[config.mk]
export PLATFORM = sky130hd
export DESIGN_NAME = x87_stack_ctrl
export DESIGN_NICKNAME = d
export VERILOG_FILES = /design/src/rtl/x87_stack_ctrl.sv
export SDC_FILE = /design/constraint.sdc
export NUM_CORES = 1
export LEC_CHECK = 0
export BUFFER_PORTS_ARGS = -buffer_cell sky130_fd_sc_hd__buf_2
export CAP_MARGIN = 10
export CORE_ASPECT_RATIO = 1.1
export CORE_MARGIN = 2
export CORE_UTILIZATION = 60
export CTS_CLUSTER_DIAMETER = 30
export DETAILED_ROUTE_END_ITERATION = 8
export MAX_ROUTING_LAYER = met4
export PLACE_DENSITY = 0.85
export REMOVE_ABC_BUFFERS = 1
export SKIP_CTS_REPAIR_TIMING = 1
export SLEW_MARGIN = 20
export SYNTH_ARGS = -nofsm -noshare
export SYNTH_HDL_FRONTEND = slang
export SYNTH_SLANG_ARGS = --single-unit
export TNS_END_PERCENT = 50
[constraint.sdc]
create_clock -name clk -period 3.1 [get_ports clk]
set_input_delay 0.465 -clock clk [delete_from_list [all_inputs] [get_ports clk]]
set_output_delay 0.465 -clock clk [all_outputs]
set_load 0.01 [all_outputs]
[src/rtl/x87_stack_ctrl.sv]
`default_nettype none
// =============================================================================
// Module   : x87_stack_ctrl
// Brief    : x87 register-stack controller. Tracks TOP and the tag bits and
//            sequences commands to the datapath with a bounded handshake.
//            Optional stack fault checking is enabled by X87_STACK_CHECK_EN.
// Revision : 1.0 - initial release
// =============================================================================
module x87_stack_ctrl #(
    parameter logic [7:0] EXE_TIMEOUT = 8'd255
) (
    input  logic        clk,
    input  logic        rst_n,
    input  logic [4:0]  cmd_in,
    input  logic [2:0]  idx_in,
    input  logic        cmd_valid_in,
    output logic        cmd_ready_out,
    output logic        exe_req,
    output logic [4:0]  exe_op,
    output logic [2:0]  exe_src,
    output logic [2:0]  exe_dst,
    input  logic        exe_ack,
    input  logic [1:0]  exe_cmp,
    output logic [2:0]  top,
    output logic [7:0]  tag,
    output logic [15:0] sw,
    output logic        timeout
);

    localparam logic [4:0] CMD_NOP       = 5'd0;
    localparam logic [4:0] CMD_FNSTSW_AX = 5'd1;
    localparam logic [4:0] CMD_FNINIT    = 5'd2;
    localparam logic [4:0] CMD_FLDCW     = 5'd3;
    localparam logic [4:0] CMD_FNSTCW    = 5'd4;
    localparam logic [4:0] CMD_FWAIT     = 5'd5;
    localparam logic [4:0] CMD_FLD_M32   = 5'd6;
    localparam logic [4:0] CMD_FLD_M64   = 5'd7;
    localparam logic [4:0] CMD_FSTP_M32  = 5'd8;
    localparam logic [4:0] CMD_FSTP_M64  = 5'd9;
    localparam logic [4:0] CMD_FLD_STI   = 5'd10;
    localparam logic [4:0] CMD_FXCH_STI  = 5'd11;
    localparam logic [4:0] CMD_FSTP_STI  = 5'd12;
    localparam logic [4:0] CMD_FADD      = 5'd20;
    localparam logic [4:0] CMD_FMUL      = 5'd21;
    localparam logic [4:0] CMD_FDIV      = 5'd22;
    localparam logic [4:0] CMD_FCOM      = 5'd23;
    localparam logic [4:0] CMD_FSUB      = 5'd24;
    localparam logic [4:0] CMD_FSUBR     = 5'd25;
    localparam logic [4:0] CMD_FCOMP     = 5'd26;
    localparam logic [4:0] CMD_FADDP     = 5'd27;
    localparam logic [4:0] CMD_FMULP     = 5'd28;
    localparam logic [4:0] CMD_FDIVP     = 5'd29;
    localparam logic [4:0] CMD_OTHER     = 5'd31;

    typedef enum logic [1:0] {
        ST_IDLE   = 2'd0,
        ST_CHECK  = 2'd1,
        ST_EXEC   = 2'd2,
        ST_COMMIT = 2'd3
    } state_t;

    state_t      state;
    state_t      state_nx;
    logic [4:0]  cmd_q;
    logic [2:0]  idx_q;
    logic [7:0]  exe_cnt;
    logic        sw_c3;
    logic [10:0] sw_lo;

    logic [2:0]  phys_i;
    logic [2:0]  push_slot;
    logic [7:0]  tag_popped;
    logic        is_push;
    logic        is_pop;
    logic        is_cmp;
    logic        sti_form;
    logic        dst_sti;
    logic        no_exe;
    logic        ovf;
    logic        unf;
    logic        tmo_hit;

    assign phys_i        = top + idx_q;
    assign push_slot     = top - 3'd1;
    assign cmd_ready_out = (state == ST_IDLE);
    assign sw            = {1'b0, sw_c3, top, sw_lo};
    assign tmo_hit       = (EXE_TIMEOUT != 8'd0) && (exe_cnt == EXE_TIMEOUT - 8'd1);

    // FSTP ST(i) writes its target before ST0 is released, so idx=0 is a plain pop.
    assign tag_popped = ((cmd_q == CMD_FSTP_STI) ? (tag | (8'd1 << phys_i)) : tag)
                        & ~(8'd1 << top);

    always_comb begin
        is_push  = 1'b0;
        is_pop   = 1'b0;
        is_cmp   = 1'b0;
        sti_form = 1'b0;
        dst_sti  = 1'b0;
        no_exe   = 1'b0;
        case (cmd_q)
            CMD_NOP, CMD_FNINIT, CMD_FWAIT, CMD_OTHER: no_exe = 1'b1;
            CMD_FNSTSW_AX, CMD_FLDCW, CMD_FNSTCW: ;
            CMD_FLD_M32, CMD_FLD_M64: is_push = 1'b1;
            CMD_FLD_STI: begin
                is_push  = 1'b1;
                sti_form = 1'b1;
            end
            CMD_FSTP_M32, CMD_FSTP_M64: is_pop = 1'b1;
            CMD_FXCH_STI: sti_form = 1'b1;
            CMD_FSTP_STI, CMD_FADDP, CMD_FMULP, CMD_FDIVP: begin
                is_pop   = 1'b1;
                sti_form = 1'b1;
                dst_sti  = 1'b1;
            end
            CMD_FADD, CMD_FMUL, CMD_FDIV, CMD_FSUB, CMD_FSUBR: sti_form = 1'b1;
            CMD_FCOM: begin
                is_cmp   = 1'b1;
                sti_form = 1'b1;
            end
            CMD_FCOMP: begin
                is_cmp   = 1'b1;
                is_pop   = 1'b1;
                sti_form = 1'b1;
            end
            default: no_exe = 1'b1;
        endcase
    end

`ifdef X87_STACK_CHECK_EN
    logic need_st0;
    logic need_sti;

    always_comb begin
        need_st0 = 1'b0;
        need_sti = 1'b0;
        case (cmd_q)
            CMD_FLD_STI: need_sti = 1'b1;
            CMD_FSTP_M32, CMD_FSTP_M64, CMD_FSTP_STI: need_st0 = 1'b1;
            CMD_FXCH_STI, CMD_FADD, CMD_FMUL, CMD_FDIV, CMD_FCOM, CMD_FSUB,
            CMD_FSUBR, CMD_FCOMP, CMD_FADDP, CMD_FMULP, CMD_FDIVP: begin
                need_st0 = 1'b1;
                need_sti = 1'b1;
            end
            default: ;
        endcase
    end

    // Overflow wins when a push would both overflow and read an empty ST(i).
    assign ovf = is_push & tag[push_slot];
    assign unf = ~ovf & ((need_st0 & ~tag[top]) | (need_sti & ~tag[phys_i]));
`else
    assign ovf = 1'b0;
    assign unf = 1'b0;
`endif

    always_ff @(posedge clk or negedge rst_n) begin
        if (!rst_n) begin
            state <= ST_IDLE;
        end else begin
            state <= state_nx;
        end
    end

    always_comb begin
        state_nx = state;
        case (state)
            ST_IDLE: begin
                if (cmd_valid_in) state_nx = ST_CHECK;
            end
            ST_CHECK: begin
                if (ovf | unf)   state_nx = ST_IDLE;
                else if (no_exe) state_nx = ST_COMMIT;
                else             state_nx = ST_EXEC;
            end
            ST_EXEC: begin
                if (exe_ack)      state_nx = ST_COMMIT;
                else if (tmo_hit) state_nx = ST_IDLE;
            end
            ST_COMMIT: state_nx = ST_IDLE;
            default:   state_nx = ST_IDLE;
        endcase
    end

    always_ff @(posedge clk or negedge rst_n) begin
        if (!rst_n) begin
            cmd_q   <= 5'd0;
            idx_q   <= 3'd0;
            exe_req <= 1'b0;
            exe_op  <= 5'd0;
            exe_src <= 3'd0;
            exe_dst <= 3'd0;
            exe_cnt <= 8'd0;
            timeout <= 1'b0;
            top     <= 3'd0;
            tag     <= 8'h00;
            sw_c3   <= 1'b0;
            sw_lo   <= 11'd0;
        end else begin
            timeout <= 1'b0;
            case (state)
                ST_IDLE: begin
                    if (cmd_valid_in) begin
                        cmd_q <= cmd_in;
                        idx_q <= idx_in;
                    end
                end
                ST_CHECK: begin
                    exe_cnt <= 8'd0;
                    if (ovf | unf) begin
                        sw_lo[0] <= 1'b1;
                        sw_lo[6] <= 1'b1;
                        sw_lo[7] <= 1'b1;
                        sw_lo[9] <= ovf;
                    end else if (!no_exe) begin
                        exe_req <= 1'b1;
                        exe_op  <= cmd_q;
                        exe_src <= sti_form ? phys_i : top;
                        exe_dst <= is_push ? push_slot : (dst_sti ? phys_i : top);
                    end
                end
                ST_EXEC: begin
                    if (exe_ack) begin
                        exe_req <= 1'b0;
                    end else if (tmo_hit) begin
                        exe_req  <= 1'b0;
                        timeout  <= 1'b1;
                        sw_lo[7] <= 1'b1;
                    end else begin
                        exe_cnt <= exe_cnt + 8'd1;
                    end
                end
                ST_COMMIT: begin
                    if (cmd_q == CMD_FNINIT) begin
                        top   <= 3'd0;
                        tag   <= 8'h00;
                        sw_c3 <= 1'b0;
                        sw_lo <= 11'd0;
                    end else begin
                        if (is_push) begin
                            top            <= push_slot;
                            tag[push_slot] <= 1'b1;
                        end else if (is_pop) begin
                            top <= top + 3'd1;
                            tag <= tag_popped;
                        end
                        // exe_cmp: 00 gt, 01 lt, 10 eq, 11 unordered -> C3,C2,C0
                        if (is_cmp) begin
                            sw_c3     <= exe_cmp[1];
                            sw_lo[10] <= &exe_cmp;
                            sw_lo[8]  <= exe_cmp[0];
                        end
                    end
                end
                default: ;
            endcase
        end
    end

endmodule
`default_nettype wire

==> summary.md, run 1 <==
| Metric | Value |
|---|---|
| Status | complete, no violations |
| DIE HEIGHT | 77.4 µm |
| R2R Setup Slk | 0.84 ns |
| Syn Area/Cell | 9.93 µm² |
| Count leader, synth | dfrtp_1 |
| WS Path Type | reg2reg |
| Die area | 0.00548 mm² |
| Maxcap violations | 0 |
| Vias/cell | 5.85 |
| H-tree depth | 2 |
| CP startpoint | top[1]$_DFFE_PN0P_ |
| Max FO, Critical Path | 8 |
| Worst-Skew Late Latency | 0.30 ns |
| Total core area | 0.00468 mm² |
| Initial core utilization | 62.8% |
| Antenna diode count | 0 |
| RSZ-0062 raised after global routing | false |
| Post-DP HPWL | 4370 µm |
| Tmin final | 2.26 ns |
| Post-synth top area share | 39.1% |
| Final #Nets | 359 |
| Placed Area | 0.00308 mm² |
| Gr ovfl total | 0 |
| Initial antenna violation count | 0 |
| Die Wd | 70.7 µm |
| Rel. slew slack | 59.9% |
| Critical path launch point type | flop |
| Post-route cell area | 0.00316 mm² |
| Crit path largest cell delay | 0.52 ns |
| Commonest cells in the netlist | 46 x dfrtp_1, 22 x nand2_1, 18 x buf_4, 18 x nor2_1, 15 x mux2_2 |
| Worst hold path class | in2async |
| TritonCTS Buffers | 5 |
| Total of warnings raised by yosys | 0 |
| First-pass GRT wire length | 10,500 µm |
| WL/cell | 15.6 µm |
| DRC violations left | 0 |
| Static Leakage | 1.45 nW |
| Layout cell share with drive strength beyond 1 | 24.5% |
| Register area share after synthesis | 39.1% |
| EDFF count, synth | 0 |
| CTS tree | done |
| CP Capture Point | tag[0]$_DFFE_PN0P_ |
| Vias in the first global route | 2,179 |
| Rows | 26 |
| Yosys top cell by area | dfrtp_1 |
| Syn Inst Count | 296 |
| DRT iter0 DRCs | 219 |
| Longest Clk Path Bufs | 2 |
| Post-route setup slack | 0.842 ns |
| Setup TNS Final | 0 ns |
| Worst r2r dst | tag[0]$_DFFE_PN0P_ |
| Post-synthesis register bit count | 46 |
| Routed via count | 2,258 |
| # IOs | 55 |
| Slowest CP cell | or4_1 |
| Total Wirelength | 6010 µm |
| Cell variety after synth | 57 |
| ANT nets after route | 0 |
| Max Freq | 0.443 GHz |
| All-Layer GR Usage | 24.7% |
| Root Buffer Master | clkbuf_8 |
| Crit. End Element | flop |
| Area Overhead vs Synth | 7.53% |
| Pre-antenna DRT Iters | 4 |
| CP Cell Sequence | inv_1 -> fa_1 -> xor2_2 -> xnor2_1 -> or4_1 -> a21oi_1 |
| Main synth FF type | dfrtp_1 |
| Final period util | 72.8% |
| Sink Count | 46 |
| Reg2reg start | top[1]$_DFFE_PN0P_ |
| Pwr dens | 964 mW/mm² |
| Final setup fails | 0 |
| Reg2Reg Depth | 6 |
| Largest cells by area after synthesis | dfrtp_1 39%, ha_1 6.0%, mux2_2 5.7%, buf_4 4.6%, mux2i_1 3.4% |
| Pre-CTS setup slack | 0.878 ns |
| Slew Limit Fails | 0 |
| Hold Vio Cnt, Final | 0 |
| Ys async rst share | 100% |
| Clock transition at path regs | 0.09 ns |
| Worst Path Required | 3.34 ns |
| Crit path DAT | 2.49 ns |
| Port bufs | 45 |
| Worst slew pin tran | 0.602 ns |
| Clock skew | 0.00931 ns |
| Peak VDD IR | 0.000593 V |
| Routability cong. | 0.897 |
| Mapped Area | 0.00294 mm² |
| Largest net degree at the start of global routing | 47 |
## metrics by stage
step | hold WS (ns) | utilization [%] | power [mW] | cells
6_report | 0.138 | 67.5 | 3.05 | 386
3_5_place_dp | 0.471 | 65.8 | 2.69 | 379
4_1_cts | 0.358 | 67.4 | 3.05 | 386
3_3_place_gp | 0.456 | 65.8 | 2.63 | 379
2_1_floorplan | 0.169 | - | 2.21 | 276
5_1_grt | 0.201 | 67.5 | 3.31 | 386
## registers in the layout, summed over array words and instances (netlist names), 5 cells and up
name / count
exe_cnt: 8
tag: 8
cmd_q: 5
exe_op: 5
## critical path: cells and delay by family, from the launching register on
| family | cells | cell delay (ns) |
|---|---|---|
| AO/OA/AOI/OAI | 1 | 0.14 |
| XOR/XNOR | 2 | 0.43 |
| adder cells (fa/ha/maj) | 1 | 0.48 |
| buffers and inverters | 1 | 0.16 |
| flip-flops | 1 | 0.46 |
| AND/OR/NAND/NOR | 1 | 0.52 |
## metal layers
metal | GRT usage (%) | up-vias | routed length [µm]
met1 | 32.4 | 1085 | 2590
met2 | 39.1 | 66 | 3000
met3 | 3.90 | 10 | 311
li1 | - | 1097 | -
met4 | 8.87 | 0 | 102
met5 | - | - | 0
## cell usage in the layout (no fill, tap or decap), drive strengths merged, types with 3 or more instances in the layout
master,instances
a311o,3
a311oi,4
nor2,18
a22o,3
mux2,15
a21oi,14
a31oi,9
nand3,9
a211oi,5
nor2b,10
conb,9
buf,47
ha,14
clkbuf,7
o21a,3
dfrtp,46
inv,13
xnor2,11
nand2,22
mux2i,10
o21ai,19
## power breakdown
part,internal (mW),switching [mW]
registers,0.782,0.221
clock network,0.156,0.197
logic,0.705,0.989
total,1.64,1.41
## kinds of logic (layout without fill, tap and decap cells)
| family | Yosys count | in the layout | synth area share, % |
|---|---|---|---|
| compound gates | 71 | 71 | 17.1 |
| flops | 46 | 46 | 39.1 |
| fa+ha+maj | 15 | 15 | 6.64 |
| simple gates | 83 | 83 | 15.2 |
| xor+xnor | 13 | 13 | 4.13 |
| mux | 25 | 25 | 9.15 |
| other cells | 1 | 9 | 0.128 |
| buf+inv | 42 | 68 | 8.51 |
## final cells by class
type	count	area, µm²
tap	56	70.1
fill	390	1520
clock buffer	7	76.3
multi-input combinational	216	1570
timing repair buffer	47	243
sequential	46	1150
inverter	14	52.6
## worst min path at each step
stage | from | end | cells after the start
4_1_cts | rst_n | exe_dst[2]$_DFFE_PN0P_ | 1
5_1_grt | rst_n | exe_dst[2]$_DFFE_PN0P_ | 1
3_3_place_gp | exe_src[1]$_DFFE_PN0P_ | exe_src[1]$_DFFE_PN0P_ | 2
6_report | rst_n | exe_dst[2]$_DFFE_PN0P_ | 1
2_1_floorplan | rst_n | cmd_q[0]$_DFFE_PN0P_ | 0
3_5_place_dp | exe_src[1]$_DFFE_PN0P_ | exe_src[1]$_DFFE_PN0P_ | 2
No activity file was read; power rests on OpenSTA's default activity.
==> run 2, diff against run 1 <==
CORE_UTILIZATION = 56   (was 60)
PLACE_DENSITY = 0.8   (was 0.85)
clock period = 2.21 ns   (was 3.1 ns; I/O delays follow)
==> summary.md, run 2 (synthesized netlist as in run 1, its figures left out) <==
| Metric | Value |
|---|---|
| Status | complete, no violations |
| Final period util | 96.4% |
| RSZ-0062 raised after global routing | true |
| Top flop regs | exe_cnt x8, tag x8 |
| First-pass GRT wire length | 10,200 µm |
| Initial core utilization | 58.4% |
| Routed via count | 2,330 |
| DIE HEIGHT | 80.0 µm |
| Reg2reg start | top[0]$_DFFE_PN0P_ |
| Worst-Skew Late Latency | 0.30 ns |
| Area Overhead vs Synth | 11.2% |
| Critical path launch point type | flop |
| TritonCTS Buffers | 5 |
| Antenna diode count | 0 |
| WS Path Type | reg2reg |
| Final setup fails | 0 |
| Clock skew | 0.00953 ns |
| DRT iter0 DRCs | 265 |
| Hold path startpoint | cmd_in[4] |
| Max FO, Critical Path | 4 |
| Worst slew pin tran | 0.547 ns |
| Die area | 0.00585 mm² |
| Post-route cell area | 0.00327 mm² |
| Layout cell share with drive strength beyond 1 | 28.0% |
| Worst Path Required | 2.45 ns |
| Final Core Density | 65.0% |
| Pwr dens | 1350 mW/mm² |
| CTS tree | done |
| All-Layer GR Usage | 22.9% |
| Final #Nets | 371 |
| H-tree depth | 2 |
| Rows | 27 |
| Worst hold path class | in2reg |
| Post-route setup slack | 0.0787 ns |
| Static Leakage | 1.51 nW |
| Setup TNS Final | 0 ns |
| Total Wirelength | 6160 µm |
| Crit. End Element | flop |
| Rel. slew slack | 63.4% |
| Total core area | 0.00503 mm² |
| GR peak layer | met2 |
| Gr ovfl total | 0 |
| Hold Vio Cnt, Final | 0 |
| Root Buffer Master | clkbuf_8 |
| Most common cell after layout, fill and taps aside | dfrtp_1 |
| Slew Limit Fails | 0 |
| Slowest CP cell | or4_1 |
| Max Freq | 0.469 GHz |
| Clock transition at path regs | 0.09 ns |
| Leading cell types in the layout, fill and taps excluded | 46 x dfrtp_1, 45 x buf_2, 22 x nand2_1, 18 x nor2_1, 15 x mux2_2 |
| Vias in the first global route | 2,156 |
| Peak VDD IR | 0.000907 V |
| M3 GR Usage | 5.05% |
| WL/cell | 15.4 µm |
| Crit path DAT | 2.37 ns |
| CP startpoint | top[0]$_DFFE_PN0P_ |
| CP top delay family | adder cells |
| Crit path buf inv count | 1 |
| ANT nets after route | 0 |
| Vias/cell | 5.81 |
| CP Cell Sequence | ha_1 -> inv_1 -> fa_1 -> xor2_2 -> xnor2_1 -> or4_1 -> a21oi_1 |
| Crit path largest cell delay | 0.50 ns |
| Die Wd | 73.1 µm |
| # IOs | 55 |
| Longest Clk Path Bufs | 2 |
| Pre-CTS setup slack | 0.117 ns |
| Sink Count | 46 |
| Tmin final | 2.13 ns |
| Post-DP HPWL | 4610 µm |
| DRC violations left | 0 |
| Port bufs | 45 |
| Largest net degree at the start of global routing | 19 |
| Placed Area | 0.00317 mm² |
| Met1 GRT Util | 30.2% |
| Maxcap violations | 0 |
| Routability cong. | 0.945 |
| Pre-antenna DRT Iters | 5 |
| Hold slack | 0.263 ns |
| Routing usage on met2 | 35.7% |
| Initial antenna violation count | 0 |
## run 2: final timing paths
path,endpoint,slack [ns],cells after the start
setup / recovery,tag[4]$_DFFE_PN0P_,0.08,7
hold / removal,cmd_q[4]$_DFFE_PN0P_,0.26,2
min in group asynchronous,tag[2]$_DFFE_PN0P_,0.43,2
max in group asynchronous,exe_op[0]$_DFFE_PN0P_,1.24,3
setup reg to reg,tag[4]$_DFFE_PN0P_,0.08,7
hold reg to reg,exe_src[1]$_DFFE_PN0P_,0.49,2
## run 2: worst register-to-register path, cell delays in order, from the launching register on
cell and delay (ns):
dfrtp_1 0.38, ha_1 0.16, inv_1 0.05, fa_1 0.40, xor2_2 0.27, xnor2_1 0.19, or4_1 0.50, a21oi_1 0.13
## run 2: power breakdown
part           leakage [nW]  total (mW)  switching, mW  internal (mW)
clock                0.0441       0.519          0.296          0.223
sequential            0.590        1.37          0.278           1.10
combinational         0.875        2.54           1.45           1.09
total                  1.51        4.43           2.03           2.40
## run 2: final cells by class
type / instances / area, µm²
clock buffers: 5 / 68.8
inverters: 14 / 52.6
flip-flops and latches: 46 / 1150
fillers: 409 / 1760
multi-input cells: 216 / 1570
well taps: 58 / 72.6
repair buffers: 59 / 333
clock inverters: 3 / 21.3
## run 2: per-stage QoR
stage	instances	power, mW
2_1_floorplan	276	3.10
3_3_place_gp	392	3.82
3_5_place_dp	392	3.89
4_1_cts	400	4.43
5_1_grt	401	4.76
6_report	401	4.43
## run 2: per-layer routing
layer / wire length [µm] / up-vias
li1: - / 1122
met1: 2740 / 1110
met2: 2950 / 88
met3: 383 / 10
met4: 83 / 0
met5: 0 / -
